`config.mk`:
```
export PLATFORM = sky130hd
export DESIGN_NAME = layer_argmax
export DESIGN_NICKNAME = d
export VERILOG_FILES = /design/src/rtl/layer_argmax_pkg.sv /design/src/rtl/layer_argmax.sv
export SDC_FILE = /design/constraint.sdc
export NUM_CORES = 1
export LEC_CHECK = 0
export ABC_AREA = 1
export CAP_MARGIN = 20
export CORE_UTILIZATION = 53
export DETAILED_ROUTE_END_ITERATION = 16
export PLACE_DENSITY = 0.8
export SLEW_MARGIN = 20
export SYNTH_ARGS = -nofsm -noshare
export SYNTH_HDL_FRONTEND = slang
export SYNTH_SLANG_ARGS = --single-unit
export TNS_END_PERCENT = 30
```
`constraint.sdc`:
```
create_clock -name clk -period 2.9 [get_ports clk]
set_input_delay 0.29 -clock clk [delete_from_list [all_inputs] [get_ports clk]]
set_output_delay 0.29 -clock clk [all_outputs]
set_load 0.05 [all_outputs]
```
`src/rtl/layer_argmax_pkg.sv`:
```
// Shared NN package: Q4.4 activation format and the argmax FSM encoding.
// The layer stages import the same constants so every stage agrees on the
// activation format.
package layer_argmax_pkg;

  // Q4.4 signed activations: 8 bits total, 4 fractional bits.
  localparam int Q_W    = 8;
  localparam int Q_FRAC = 4;

  // Argmax controller states (plain constants so legacy stages can reuse them).
  localparam logic [1:0] ST_IDLE = 2'd0;
  localparam logic [1:0] ST_SCAN = 2'd1;
  localparam logic [1:0] ST_DONE = 2'd2;

  // Index width for n entries: ceil(log2(n)), but never less than one bit.
  function automatic int idx_width(input int n);
    return (n <= 1) ? 1 : $clog2(n);
  endfunction

endpackage

```
`src/rtl/layer_argmax.sv`:
```
// Sequential argmax over one frame of N signed Q4.4 activations.
// The stage captures a whole frame on req, then compares one element per
// cycle. Ties keep the lower index. The result is held until downstream
// takes it, and a saturating counter records completed frames.
module layer_argmax
  import layer_argmax_pkg::*;
#(
  parameter  int N  = 2,
  parameter  int W  = Q_W,
  localparam int IW = idx_width(N)
) (
  input  logic           clk,
  input  logic           rst,
  input  logic           req,
  input  logic [N*W-1:0] vals,
  output logic           ack,
  output logic           out_valid,
  output logic [IW-1:0]  out_idx,
  output logic [W-1:0]   out_val,
  input  logic           out_ready,
  output logic [15:0]    frames
);

  logic [1:0]          state_q;
  logic [N*W-1:0]      buf_q;
  logic [IW-1:0]       scan_i;
  logic [IW-1:0]       best_idx;
  logic signed [W-1:0] best_val;

  // Element under comparison this cycle, and the running winner after it.
  logic signed [W-1:0] cand;
  logic                cand_wins;
  logic                last_elem;

  assign cand      = buf_q[int'(scan_i)*W +: W];
  // Strict greater-than, so an equal value never displaces a lower index.
  assign cand_wins = cand > best_val;
  assign last_elem = (int'(scan_i) == N - 1);

  // Frame capture, element-by-element scan, and the result handshake.
  always_ff @(posedge clk or negedge rst) begin
    if (!rst) begin
      state_q   <= ST_IDLE;
      // NOTE: the frame buffer is reset too, so a frame aborted by reset
      // leaves no stale activations behind for the next capture.
      buf_q     <= '0;
      scan_i    <= '0;
      best_idx  <= '0;
      best_val  <= '0;
      ack       <= 1'b0;
      out_valid <= 1'b0;
      out_idx   <= '0;
      out_val   <= '0;
      frames    <= '0;
    end else begin
      // NOTE: all state here uses non-blocking assignments. Every branch
      // then reads pre-edge values, whatever order the statements are in.
      ack <= 1'b0;
      case (state_q)
        ST_IDLE: begin
          if (req) begin
            buf_q    <= vals;
            ack      <= 1'b1;
            best_val <= vals[W-1:0];
            best_idx <= '0;
            scan_i   <= IW'(1);
            if (N == 1) begin
              // A single element is its own maximum, so the scan is skipped.
              state_q   <= ST_DONE;
              out_valid <= 1'b1;
              out_idx   <= '0;
              out_val   <= vals[W-1:0];
            end else begin
              state_q <= ST_SCAN;
            end
          end
        end

        ST_SCAN: begin
          if (cand_wins) begin
            best_val <= cand;
            best_idx <= scan_i;
          end
          scan_i <= scan_i + 1'b1;
          if (last_elem) begin
            state_q   <= ST_DONE;
            out_valid <= 1'b1;
            out_idx   <= cand_wins ? scan_i : best_idx;
            out_val   <= cand_wins ? cand : best_val;
          end
        end

        ST_DONE: begin
          if (out_ready) begin
            state_q   <= ST_IDLE;
            out_valid <= 1'b0;
            if (frames != 16'hFFFF) begin
              frames <= frames + 16'd1;
            end
          end
        end

        default: state_q <= ST_IDLE;
      endcase
    end
  end

endmodule
```
[Yosys cells after proc, flatten, opt, wreduce, memory -nomap -nowiden]
Index checks and enable logic that the tools add are counted.
Storage, ports and cells
  logic and storage cells: 49
  bits in registers: 55
  output and inout port bits: 27
  input port bits: 20
Cells by class
  order comparisons: 1
  muxes and demuxes: 18
  equal/unequal tests: 7
  reduce and logical (&&, ||, !) cells: 10
  shift operators: 1
  add/sub/neg operators: 2
Operators with widths (number)
  $add A16 B1 Y16 const B: 1
  $mux W8: 2
  $ne A16 B16 Y1 const B: 1
  $pmux W8 S2: 1
  $shiftx A16 B5 Y8: 1
  $reduce_and A3 Y1: 4
  $gt A8 B8 Y1: 1
  $mux W1: 8
  $ne A2 B2 Y1 const B: 4
  $mux W2: 3
  $pmux W1 S2: 3
  $pmux W2 S3: 1
  $reduce_and A2 Y1: 3
  $reduce_bool A2 Y1: 2
  $eq A2 B1 Y1 const B: 1
  $eq A2 B2 Y1 const B: 1
  $logic_not A2 Y1: 1
  $add A1 B1 Y1 const B: 1

[Longest topological paths before layout]
  depth in word-level cells: 4
  depth in mapped cells: 18
  gate-level depth less buffers: 17

[Worst setup path before layout]
No wires, ideal clock.
  path type: reg2reg
  start point: register scan_i (netlist: last_elem)
  end point: register best_idx
  stages on the path, launching flop included: 16
  setup time: 0.116 ns
  data required time: 2.784 ns
  setup slack: 0.653 ns
  data arrival time: 2.130 ns
  buffers on the path: 1
  period minus slack after synthesis: 2.247 ns
  cell sequence: dfrtp_1 buf_2 inv_1 or2_0 o21ai_0 inv_1 ha_1 a21o_1 nor2_1 nand2_1 nand2_2 nand3_2 nand2_1 nand2_1 nand2_1 nand2_1
Between the ends
  word-level cells in the longest chain between the ends: 4
  elaborated cells between the ends (all ways): 6
  classes of those cells: 1 x order compare; 1 x eq/ne; 1 x shift; 2 x mux; 1 x reduce/logical
RTL lines
  start: declaration: line layer_argmax.sv:26  | logic [IW-1:0] scan_i;
  start signal: assignment: line layer_argmax.sv:84  | scan_i <= scan_i + 1'b1;
  $shiftx A16 B5 Y8: line layer_argmax.sv:35  | assign cand = buf_q[int'(scan_i)*W +: W];
  $gt A8 B8 Y1: line layer_argmax.sv:37  | assign cand_wins = cand > best_val;
  $ne A2 B2 Y1 (no source line)
  $reduce_and A3 Y1 (no source line)
  end signal: assignment: line layer_argmax.sv:82  | best_idx <= scan_i;
  end: declaration: line layer_argmax.sv:27  | logic [IW-1:0] best_idx;
Several ways; a longest one is shown, not always the timed one. The select of a mux whose other input is x is not followed.
A chain may end at the register's enable or synchronous reset.

[Worst setup path in the final report]
Ends and elaborated chain as after synthesis.

==> results.py <==
metrics = {
    "global_route": {
        "grt_overflow": 0,
        "grt_start_max_net_pins": 33,
        "grt_first_pass_wirelength_um": 11300,
        "grt_antenna_before_repair": 0,
        "grtUsageTotal_pct": 24.5,
        "grt_pass1_vias": 2411,
    },
    "floorplanning": {
        "die_h_um": 76.3,
        "initial_utilization_pct": 56.2,
        "rows": 26,
        "io_pins": 47,
        "fp.coreArea_mm2": 0.00520,
        "dieArea_mm2": 0.00582,
        "fp.dieW_um": 76.3,
    },
    "setup_path": {
        "criticalPathCategory": "reg -> reg",
        "cp_max_fo": 10,
        "slowest_stage": "dfrtp_1",
        "critPathTopFamily": "simple AND/OR/NAND/NOR gates",
        "start_kind": "flip-flop",
        "timing.rr.end": "best_idx$_DFFE_PN0P_",
        "cp.required_ps": 3100,
        "cpPeakStageDelay_ps": 480,
        "cpMostUsedCell": "nand2_1",
        "crit_path_end": "best_idx$_DFFE_PN0P_",
        "reg2reg_from": "last_elem$_DFFE_PN0P_",
        "arrival_ps": 2810,
        "reg2reg_depth": 14,
        "startpoint": "last_elem$_DFFE_PN0P_",
        "crit_path_end_kind": "flip-flop",
        "critPathBufInv": 2,
        "rrSetupSlack_ps": 300,
        "path_cells": "inv_1, or2_0, o21ai_0, inv_1, ha_1, a21o_1, nor2_1, nand2_1, nand2_2, nand3_2, nand2_1, nand2_1, nand2_1, nand2_1",
        "cp_num_cells": 14,
    },
    "logic_synthesis": {
        "avgSynthCellArea_um2": 7.90,
        "synth_largest_area_cell": "dfrtp_1",
        "synthFlopType": "dfrtp_1",
        "syn-num-nets": 399,
        "synth_seq_area_share_pct": 47.1,
        "yosysUniqueCellTypes": 35,
        "synthTopCellsByArea": "dfrtp_1 47%, nand2_1 16%, inv_1 6.3%",
        "yosys_warnings": 0,
        "syn_area_mm2": 0.00292,
        "yosys.cell_count.top_type": "nand2_1",
        "synth_edf_count": 0,
        "synthCells": 370,
        "yosys-top-cells-count": "126 x nand2_1, 55 x dfrtp_1, 49 x inv_1",
        "synth_top_area_share_pct": 47.1,
        "synthArstFlopShare_pct": 100,
        "ys_seq_elements": 55,
    },
    "placement": {
        "hpwl_um": 4840,
        "place_congestion": 0.934,
        "place_ws_ps": 337,
        "io_buffer_count": 46,
        "place_area_mm2": 0.00344,
    },
    "cells_and_area": {
        "fill_cells": 433,
        "drive_gt1_share_pct": 5.97,
        "fin_area_mm2": 0.00357,
        "final_nets": 447,
        "insertedDiodeCount": 0,
        "syn_to_final_growth_pct": 22.1,
    },
    "sta": {
        "rsz0062_at_grt": "false",
        "postLayoutSetupSlackWorst_ps": 297,
        "min_period_ps": 2600,
        "worst_slew_pin_slew_ps": 542,
        "clock.fmax_mhz": 384,
        "slew_headroom_pct": 63.9,
        "slew_viol_final": 0,
        "finalCritPeriodShare_pct": 89.8,
        "setup_violations": 0,
        "tns_ps": 0,
        "whs_ps": 490,
        "finalHoldViolCount": 0,
        "fin_worst_skew_ps": 7.64,
    },
    "detailed_routing": {
        "viasPerCell": 5.17,
        "routed_wl_um": 6370,
        "initialDrtViolationCount": 195,
        "wl_per_cell_um": 13.0,
        "dr.pass1.iters": 5,
        "antenna_left": 0,
        "route.detailed.drc": 0,
        "vias": 2530,
    },
    "cts": {
        "ctsResizeCount": 0,
        "path_clk_slew_ps": 90,
        "clockBufferDepth": 2,
        "clk_latency_ps": 300,
        "root_buffer": "clkbuf_8",
        "htree_levels": 2,
        "clock-sinks": 55,
        "cts_tree": "built",
        "cts_buffers": 5,
    },
    "run": {
        "maxCapViolations": 0,
    },
    "power_and_ir_drop": {
        "p_leak_uw": 0.00181,
        "vdd_ir_drop_max_mv": 0.568,
        "cellPowerDensity_mw_per_mm2": 1240,
    },
    "status": {
        "status": "completed",
    },
    "worst_hold_path": {
        "worstHoldPathType": "in -> async",
    },
}
power by group:
part           switching [uW]  internal, uW
sequential                202          1090
clock                     240           280
combinational            1760           861
total                    2200          2230
logic make-up after synthesis:
| kind of cell | Yosys count | synth area share [%] |
|---|---|---|
| buffers and inverters | 61 | 8.30 |
| adders and majority gates | 9 | 3.85 |
| xor gates and xnor gates | 11 | 3.29 |
| DFF | 55 | 47.1 |
| muxes | 1 | 0.342 |
| and+or+nand+nor | 195 | 29.8 |
| AOI/OAI and AO/OA | 38 | 7.32 |
worst min path at each step:
stage	start	to	slack [ps]	depth (start not counted)
after floorplan	rst	ack$_DFF_PN0_	-6	0
after global placement	rst	out_val[2]$_DFFE_PN0P_	300	1
after detailed placement	rst	out_val[2]$_DFFE_PN0P_	300	1
after CTS	out_val[6]$_DFFE_PN0P_	out_val[6]$_DFFE_PN0P_	490	2
after global routing	out_val[5]$_DFFE_PN0P_	out_val[5]$_DFFE_PN0P_	510	2
final	rst	out_val[2]$_DFFE_PN0P_	490	2
layer usage:
layer  share of wire, %  vias to the layer above  wire, um  GRT usage [%]
li1                   -                     1275         -              -
met1                 51                     1158      3230           36.8
met2                 43                       91      2720           36.8
met3                6.0                        6       380           4.67
met4               0.72                        0        46           5.58
met5                  0                        -         0              0
metrics by stage:
stage	util [%]	power [uW]	cells
6_report	68.6	4430	489
5_1_grt	68.6	4850	489
4_1_cts	68.6	4440	489
3_5_place_dp	66.1	3900	480
3_3_place_gp	66.1	3820	480
2_1_floorplan	-	3210	370
worst register-to-register path: cells and delay by family, from the launching register on:
| family | cells | cell delay, ps |
|---|---|---|
| AND/OR/NAND/NOR | 9 | 1140 |
| adder cells (fa/ha/maj) | 1 | 340 |
| buffers and inverters | 2 | 240 |
| AO/OA/AOI/OAI | 2 | 320 |
| flip-flops | 1 | 480 |
sequential cells by signal, indices dropped and copies added, names as in the netlist:
signal     cells
buf_q         16
frames        16
best_val       8
out_val        8
state_q        2
ack            1
best_idx       1
last_elem      1
out_idx        1
out_valid      1
cells in the final DEF, fill, tap and decap left out, drive strengths merged, types with 2 or more instances in the layout:
| cell type | n |
|---|---|
| a21oi | 3 |
| o21ai | 25 |
| ha | 9 |
| nor4 | 2 |
| buf | 4 |
| or2 | 7 |
| clkbuf | 6 |
| nand4 | 11 |
| inv | 52 |
| clkdlybuf4s50 | 45 |
| xnor2 | 5 |
| dfrtp | 55 |
| nor3 | 5 |
| xor2 | 6 |
| nand2 | 128 |
| nand3 | 24 |
| o22ai | 7 |
| nor2 | 15 |
cell type report:
cell class	instances	area, um^2	area share, %
Multi-Input combinational cell	254	1310	36.6
Timing Repair Buffer	50	488	13.7
Clock inverter	2	35.0	0.981
Tap cell	70	87.6	2.45
Sequential cell	55	1380	38.6
Inverter	52	195	5.47
Clock buffer	6	82.6	2.31
what timing repair did:
action	CTS	global route
hold buffers	1	0
setup buffers	0	0
endpoints found under the hold margin	23	0
Note: power is estimated with default switching activity, not from simulation.
